===== src/rtl/mult_pkg.sv =====
// Shared definitions for the bit-serial shift-add multiplier.
//   state_t   : controller states (IDLE, ADD, SHIFT, DONE)
//   DEFAULT_W : default operand width
//   lat()     : cycles from accepted start to the DONE state, w*(w+1)
package mult_pkg;

  typedef enum logic [1:0] {
    IDLE  = 2'd0,
    ADD   = 2'd1,
    SHIFT = 2'd2,
    DONE  = 2'd3
  } state_t;

  localparam int DEFAULT_W = 8;

  // One ADD cycle per bit plus one SHIFT cycle, for every row.
  function automatic int lat(input int w);
    return w * (w + 1);
  endfunction

endpackage


===== src/rtl/fulladder.sv =====
// One-bit full adder cell, time-shared by the serial multiplier.
//   a, b, c : addend bits and carry-in
//   sum     : a ^ b ^ c
//   carry   : majority(a, b, c)
module fulladder (
  input  logic a,
  input  logic b,
  input  logic c,
  output logic sum,
  output logic carry
);

  assign sum   = a ^ b ^ c;
  assign carry = (a & b) | (a & c) | (b & c);

endmodule


===== src/rtl/serial_mult_ctrl.sv =====
// Bit-serial shift-add multiplier controller. A single full-adder cell is
// stepped across every bit of every partial-product row; the row carry is
// kept in a flop until the SHIFT cycle folds it into the accumulator.
//
// Handshake: start is sampled only in IDLE or DONE. An accepted start
// latches a_in/b_in and raises busy from the next cycle for W*(W+1)
// cycles; done then pulses for one cycle with product valid. start while
// busy is ignored, and product holds until the next done.
//
// Ports:
//   clk       : rising-edge clock
//   rst_n     : synchronous active-low reset
//   start     : request a multiply
//   a_in/b_in : multiplicand / multiplier (W bits, unsigned)
//   busy      : high in ADD or SHIFT
//   done      : one-cycle pulse, product valid
//   product   : 2W-bit unsigned product
//   dbg_state : current controller state (observation only)
module serial_mult_ctrl
  import mult_pkg::*;
#(
  parameter int W  = DEFAULT_W,
  parameter int CW = $clog2(W)
) (
  input  logic             clk,
  input  logic             rst_n,
  input  logic             start,
  input  logic [W-1:0]     a_in,
  input  logic [W-1:0]     b_in,
  output logic             busy,
  output logic             done,
  output logic [2*W-1:0]   product,
  output logic [1:0]       dbg_state
);

  state_t           state_q, state_d;
  logic [W-1:0]     a_q, a_d;     // multiplicand
  logic [W-1:0]     u_q, u_d;     // upper accumulator
  logic [W-1:0]     l_q, l_d;     // multiplier, becomes product low half
  logic             c_q, c_d;     // carry between bit-cycles
  logic [CW-1:0]    bit_q, bit_d;
  logic [CW-1:0]    row_q, row_d;
  logic [2*W-1:0]   prod_q, prod_d;

  logic fa_sum, fa_co;

  // L[0] is constant across a row, so gating A[k] with it selects A or 0.
  fulladder u_fa (
    .a     (u_q[bit_q]),
    .b     (a_q[bit_q] & l_q[0]),
    .c     (c_q),
    .sum   (fa_sum),
    .carry (fa_co)
  );

  always_ff @(posedge clk) begin
    if (!rst_n) begin
      state_q <= IDLE;
      a_q     <= '0;
      u_q     <= '0;
      l_q     <= '0;
      c_q     <= 1'b0;
      bit_q   <= '0;
      row_q   <= '0;
      prod_q  <= '0;
    end else begin
      state_q <= state_d;
      a_q     <= a_d;
      u_q     <= u_d;
      l_q     <= l_d;
      c_q     <= c_d;
      bit_q   <= bit_d;
      row_q   <= row_d;
      prod_q  <= prod_d;
    end
  end

  always_comb begin
    state_d = state_q;
    a_d     = a_q;
    u_d     = u_q;
    l_d     = l_q;
    c_d     = c_q;
    bit_d   = bit_q;
    row_d   = row_q;
    prod_d  = prod_q;

    unique case (state_q)
      IDLE, DONE: begin
        if (start) begin
          a_d     = a_in;
          l_d     = b_in;
          u_d     = '0;
          c_d     = 1'b0;
          bit_d   = '0;
          row_d   = '0;
          state_d = ADD;
        end else begin
          state_d = IDLE;
        end
      end

      ADD: begin
        u_d[bit_q] = fa_sum;
        c_d        = fa_co;
        bit_d      = bit_q + CW'(1);
        if (bit_q == CW'(W - 1)) state_d = SHIFT;
      end

      SHIFT: begin
        // {carry, U, L} >> 1; the carry lands in U's MSB.
        u_d   = {c_q, u_q[W-1:1]};
        l_d   = {u_q[0], l_q[W-1:1]};
        c_d   = 1'b0;
        bit_d = '0;
        row_d = row_q + CW'(1);
        if (row_q == CW'(W - 1)) begin
          state_d = DONE;
          // Register the shifted result so it is visible during DONE.
          prod_d  = {u_d, l_d};
        end else begin
          state_d = ADD;
        end
      end

      default: state_d = IDLE;
    endcase
  end

  assign busy      = (state_q == ADD) || (state_q == SHIFT);
  assign done      = (state_q == DONE);
  assign product   = prod_q;
  assign dbg_state = state_q;

endmodule


===== config.mk =====
export PLATFORM = sky130hd
export DESIGN_NAME = serial_mult_ctrl
export DESIGN_NICKNAME = d
export VERILOG_FILES = /design/src/rtl/mult_pkg.sv /design/src/rtl/fulladder.sv /design/src/rtl/serial_mult_ctrl.sv
export SDC_FILE = /design/constraint.sdc
export NUM_CORES = 1
export LEC_CHECK = 0
export CAP_MARGIN = 10
export CORE_MARGIN = 2
export CORE_UTILIZATION = 56
export DETAILED_ROUTE_END_ITERATION = 8
export PLACE_DENSITY = 0.84
export SETUP_SLACK_MARGIN = 0.4
export SYNTH_ARGS = -nofsm -noshare
export SYNTH_HDL_FRONTEND = slang
export SYNTH_SLANG_ARGS = --single-unit
export TNS_END_PERCENT = 100

===== constraint.sdc =====
create_clock -name clk -period 3.1 [get_ports clk]
set_clock_uncertainty 0.15 [all_clocks]
set_input_delay 0.62 -clock clk [delete_from_list [all_inputs] [get_ports clk]]
set_output_delay 0.62 -clock clk [all_outputs]
set_load 0.03 [all_outputs]

==> impl_metrics.tcl, run 1 <==
set metrics [dict create \
    hold_viol 0 \
    layout_min_cycle_time_ns 2.62 \
    cts_tree "built" \
    path_class "reg2out" \
    design_area_mm2 0.00295 \
    synth_top_area_frac 0.389 \
    die_w_um 71.1 \
    ys_async_sr_fraction 0 \
    maxCapViolations 0 \
    ys_seq_elements 49 \
    dp_cells 352 \
    boundaryPins 39 \
    p_leak_nw 1.11 \
    setup_ws_ns 0.484 \
    cts_hold_buf 0 \
    antenna_found_initial 0 \
    cp_max_fo 5 \
    track_usage 0.220 \
    grt_start_max_net_pins 31 \
    drt-initial-drc-count 98 \
    io_buffers 38 \
    hold_path_class "reg2reg" \
    crit_chain "inv_1, ha_1, inv_2, clkdlybuf4s50_1" \
    grt_pass1_vias 1923 \
    multi_input_area_mm2 0.00137 \
    initial_utilization 0.578 \
    startpoint_type "register" \
    clockBufferDepth 2 \
    ys_top_cells_by_count "nand2_1 (74), dfxtp_1 (49), a21boi_1 (29)" \
    drive_gt1_frac 0.0747 \
    slowest_stage "clkdlybuf4s50_1" \
    setup_viol 0 \
    timing.hold.ws_ns 0.303 \
    outcome "finished, final reports clean" \
    avgSynthCellArea_um2 9.16 \
    slew_viol_final 0 \
    worst_pin_slew_ns 0.587 \
    critical_path.max_stage_delay_ns 0.67 \
    ys_seq_area_frac 0.389 \
    syn_inst 275 \
    clockRootBuffer "clkbuf_8" \
    synth_area_mm2 0.00252 \
    gp_congestion 0.844 \
    slew_headroom 0.608 \
    placed_area_mm2 0.00287 \
    crit_path_end_kind "primary output" \
    syn_nets 302 \
    dieArea_mm2 0.00505 \
    ys.flop_type "dfxtp_1" \
    synth_top_area_cell "dfxtp_1" \
    cp_data_arrival_time_ns 1.85 \
    num_vias 2038 \
    p_sw_frac 0.253 \
    clk_pin_slew_ns 0.08 \
    peakVddDrop_v 0.000253 \
    cts_resized 0 \
    regArea_um2 981 \
    ctsHtreeMaxLevel 2 \
    drcViolationCount 0 \
    fin_nets 334 \
    core_area_mm2 0.00435 \
    dp_slack_ns 0.759 \
    worstSkewPairLatency_ns 0.30 \
    synth.top_cells.by_area "dfxtp_1 (39%), nand2_1 (11%), mux2i_1 (8.7%)" \
    totalWireLength_mm 5.20 \
    area_growth_pct 17.2 \
    wl_per_cell_um 14.4 \
    comb_power_share 0.121 \
    powerDensity_mw_per_mm2 397 \
    drtAntennaViolNets 0 \
    synth_edf_count 0 \
    drt-pass1-iter-count 4 \
    synth_most_common_cell "nand2_1" \
    overflow 0 \
    period_share 0.844 \
    die_h_um 71.1 \
    fin_cells 360 \
    cts_sinks 49 \
    cts_buffers 5 \
    hpwl_mm 3.60 \
    required_ns 2.33 \
    power.switching_mw 0.297 \
    n_antenna_cell 0 \
    grt_pass1_wl_mm 8.91 \
    power_frac_clock 0.314 \
    internal_power_mw 0.876 \
    vias_per_cell 5.66 \
    post_cts_buffers 0 \
    synth_warnings 0 \
    rsz0062_at_grt "false" \
    p_seq_frac 0.565 \
    n_fill_cell 347 \
    setup_tns_ns 0 \
    max_freq_ghz 0.382 \
    row_count 24 \
    synth_cell_types 35 \
]
cell usage in the layout, fill, tap and decap left out, types with 3 or more instances in the layout:
master           netlist  final
a21boi_1              29     29
buf_4                  4      8
clkbuf_1               4      3
clkbuf_8               0      5
clkdlybuf4s50_1        0     38
dfxtp_1               49     49
ha_1                   7      7
inv_1                  3      3
mux2i_1               22     22
nand2_1               74     74
nand3_1               12     12
nand3b_1               7      7
nor3b_2                3      3
o211a_1                9      9
o22ai_1                8      8
o2bb2ai_1              8      8
sequential cells by signal, indices dropped and copies added (netlist names):
| register | flops |
|---|---|
| a_q | 8 |
| bit_q | 3 |
| c_q | 1 |
| dbg_state | 2 |
| l_q | 8 |
| product | 16 |
| row_q | 3 |
| u_q | 8 |
area by class of cell:
cell class	instances	share of cell area
Multi-Input combinational cell	200	0.463
Timing Repair Buffer	46	0.149
Clock buffer	8	0.0271
Sequential cell	49	0.332
Tap cell	52	0.0220
Inverter	5	0.00636
power by group through the flow:
stage	sequential, mW	combinational, mW	clock (mW)
6_report	0.663	0.141	0.369
4_1_cts	0.663	0.142	0.373
2_1_floorplan	0.677	0.0980	0
3_3_place_gp	0.677	0.138	0
3_5_place_dp	0.677	0.141	0
5_1_grt	0.666	0.156	0.395
final timing paths:
kind / from / end / slack, ns / cells after the start
worst max-delay path: dbg_state[0]$_SDFFE_PN0P_ / busy / 0.48 / 4
worst max register to register: bit_q[1]$_SDFFE_PN0P_ / u_q[4]$_SDFFE_PN0P_ / 0.75 / 7
worst min register to register: product[4]$_SDFFE_PN0P_ / product[4]$_SDFFE_PN0P_ / 0.30 / 2
worst min-delay path: product[4]$_SDFFE_PN0P_ / product[4]$_SDFFE_PN0P_ / 0.30 / 2
logic make-up after synthesis:
family          after synthesis  share of synthesized area
compound gates               59                      0.188
fa+ha+maj                     8                     0.0427
buf+inv                      26                     0.0681
flops                        49                      0.389
mux                          25                      0.111
simple gates                108                      0.200
per-stage QoR:
step | utilization | total power, mW
5_1_grt | 0.678 | 1.22
3_5_place_dp | 0.659 | 0.819
4_1_cts | 0.678 | 1.18
6_report | 0.678 | 1.17
2_1_floorplan | - | 0.774
3_3_place_gp | 0.659 | 0.815
critical path, delay by kind of cell (launching register included):
| family | cells | cell delay, ns |
|---|---|---|
| buffers and inverters | 3 | 0.81 |
| flip-flops | 1 | 0.40 |
| adder cells (fa/ha/maj) | 1 | 0.33 |
per-layer routing:
| metal | part of all wire | track usage |
|---|---|---|
| met5 | 0 | 0 |
| met4 | 0.014 | 0.0629 |
| met3 | 0.038 | 0.0456 |
| met2 | 0.50 | 0.382 |
| met1 | 0.45 | 0.278 |
No activity file was read; power rests on OpenSTA's default activity.
==> run 2: changes to the inputs <==
--- a/config.mk
+++ b/config.mk
@@ -7,9 +7,9 @@
 export LEC_CHECK = 0
 export CAP_MARGIN = 10
 export CORE_MARGIN = 2
-export CORE_UTILIZATION = 56
+export CORE_UTILIZATION = 53
 export DETAILED_ROUTE_END_ITERATION = 8
-export PLACE_DENSITY = 0.84
+export PLACE_DENSITY = 0.8
 export SETUP_SLACK_MARGIN = 0.4
 export SYNTH_ARGS = -nofsm -noshare
 export SYNTH_HDL_FRONTEND = slang
==> constraint.sdc (replaced) <==
create_clock -name clk -period 2.5 [get_ports clk]
set_clock_uncertainty 0.15 [all_clocks]
set_input_delay 0.5 -clock clk [delete_from_list [all_inputs] [get_ports clk]]
set_output_delay 0.5 -clock clk [all_outputs]
set_load 0.03 [all_outputs]
==> impl_metrics.tcl, run 2 (synthesized netlist as in run 1, its figures left out) <==
set metrics [dict create \
    setup_ws_ns 0.324 \
    boundaryPins 39 \
    p_sw_frac 0.244 \
    dieArea_mm2 0.00532 \
    die_h_um 72.9 \
    num_vias 2034 \
    vias_per_cell 5.56 \
    cts_tree "built" \
    setup_viol 0 \
    cts_buffers 5 \
    rsz0062_at_grt "true" \
    dp_slack_ns 0.0391 \
    drt-pass1-iter-count 4 \
    startpoint_type "register" \
    grt_pass1_vias 1844 \
    cts_sinks 49 \
    gp_congestion 0.873 \
    p_seq_frac 0.563 \
    ctsHtreeMaxLevel 2 \
    grt_pass1_wl_mm 8.62 \
    track_usage 0.204 \
    drtAntennaViolNets 0 \
    hold_path_class "reg2reg" \
    core_area_mm2 0.00466 \
    setup_tns_ns 0 \
    worst_pin_slew_ns 0.563 \
    maxCapViolations 0 \
    crit_chain "mux2i_1, nor3b_1, o41ai_2, fa_1, inv_2, mux2i_1, o2bb2ai_1" \
    critical_path.max_stage_delay_ns 0.48 \
    outcome "finished, final reports clean" \
    period_share 0.870 \
    drt-initial-drc-count 138 \
    powerDensity_mw_per_mm2 488 \
    grt_start_max_net_pins 31 \
    fin_nets 339 \
    hpwl_mm 3.58 \
    layout_min_cycle_time_ns 2.18 \
    die_w_um 72.9 \
    max_freq_ghz 0.460 \
    slew_headroom 0.625 \
    area_growth_pct 19.0 \
    io_buffers 38 \
    critical_path.top_delay_family "compound AO/OA/AOI/OAI gates" \
    wl_per_cell_um 13.7 \
    initial_utilization 0.540 \
    layout_commonest_cell "nand2_1" \
    p_total_mw 1.46 \
    cp_data_arrival_time_ns 2.25 \
    cpMostUsedCell "mux2i_1" \
    clockBufferDepth 2 \
    drcViolationCount 0 \
    worstSkewPairLatency_ns 0.30 \
    clk_pin_slew_ns 0.09 \
    power_frac_clock 0.320 \
    cts_hold_buf 0 \
    comb_power_share 0.118 \
    totalWireLength_mm 5.00 \
    cp_num_buf_inv 1 \
    power.switching_mw 0.357 \
    drive_gt1_frac 0.103 \
    p_leak_nw 1.15 \
    crit_path_end_kind "register" \
    largest_reg_flops 16 \
    slew_viol_final 0 \
    path_class "reg2reg" \
    antenna_found_initial 0 \
    internal_power_mw 1.11 \
    hold_viol 0 \
    final_cell_mix "nand2_1 (74), dfxtp_1 (47), clkdlybuf4s50_1 (36)" \
    clockRootBuffer "clkbuf_8" \
    row_count 25 \
    n_antenna_cell 0 \
    overflow 0 \
    required_ns 2.58 \
    slowest_stage "fa_1" \
    cp_max_fo 8 \
    peakVddDrop_v 0.000247 \
]
==> run 2: path summary, 6_finish.rpt <==
check                           slack [ns]  cells after the start               startpoint                       to
worst min register to register        0.30                      2  product[2]$_SDFFE_PN0P_  product[2]$_SDFFE_PN0P_
worst max-delay path                  0.32                      7    bit_q[1]$_SDFFE_PN0P_      u_q[1]$_SDFFE_PN0P_
worst min-delay path                  0.30                      2  product[2]$_SDFFE_PN0P_  product[2]$_SDFFE_PN0P_
worst max register to register        0.32                      7    bit_q[1]$_SDFFE_PN0P_      u_q[1]$_SDFFE_PN0P_
==> run 2: tightest hold or removal path: cells and delay by family (launching register included) <==
family / cells / cell delay [ns]
AO/OA/AOI/OAI: 1 / 0.05
flip-flops: 1 / 0.31
AND/OR/NAND/NOR: 1 / 0.05
==> run 2: layout make-up <==
class                      count  area (um2)
fill                         397        1660
multi-input combinational    200        1370
sequential                    49         986
timing repair buffer          51         472
clock buffer                   7        86.3
tap                           54        67.6
inverter                       5        18.8
==> run 2: power groups by stage <==
stage / registers [mW] / clock network [mW] / logic (mW)
final: 0.823 / 0.468 / 0.172
after global routing: 0.827 / 0.511 / 0.190
after CTS: 0.822 / 0.481 / 0.175
after detailed placement: 0.842 / 0 / 0.174
after global placement: 0.842 / 0 / 0.170
after floorplan: 0.839 / 0 / 0.121
==> run 2: metrics by stage <==
| stage | area (um2) | util | std cells | hold WS, ns |
|---|---|---|---|---|
| 2_1_floorplan | 2520 | - | 275 | 0.284 |
| 3_3_place_gp | 2900 | 0.621 | 357 | 0.293 |
| 3_5_place_dp | 2900 | 0.621 | 357 | 0.298 |
| 4_1_cts | 3000 | 0.644 | 366 | 0.308 |
| 5_1_grt | 3000 | 0.643 | 366 | 0.325 |
| 6_report | 3000 | 0.643 | 366 | 0.305 |
==> run 2: layer usage <==
layer	GRT usage	routed length, um	vias up
met1	0.275	2310	945
met5	0	0	-
met4	0.0638	49	0
li1	-	-	1028
met3	0.0304	236	5
met2	0.337	2410	56
==> run 2: repair_timing <==
| item | CTS | global route |
|---|---|---|
| buffers inserted | 2 | 0 |
| endpoints found under the hold margin | 0 | 0 |
| gates resized for setup | 5 | 2 |
| pin swaps | 0 | 2 |
| endpoints found under the setup margin | 11 | 21 |
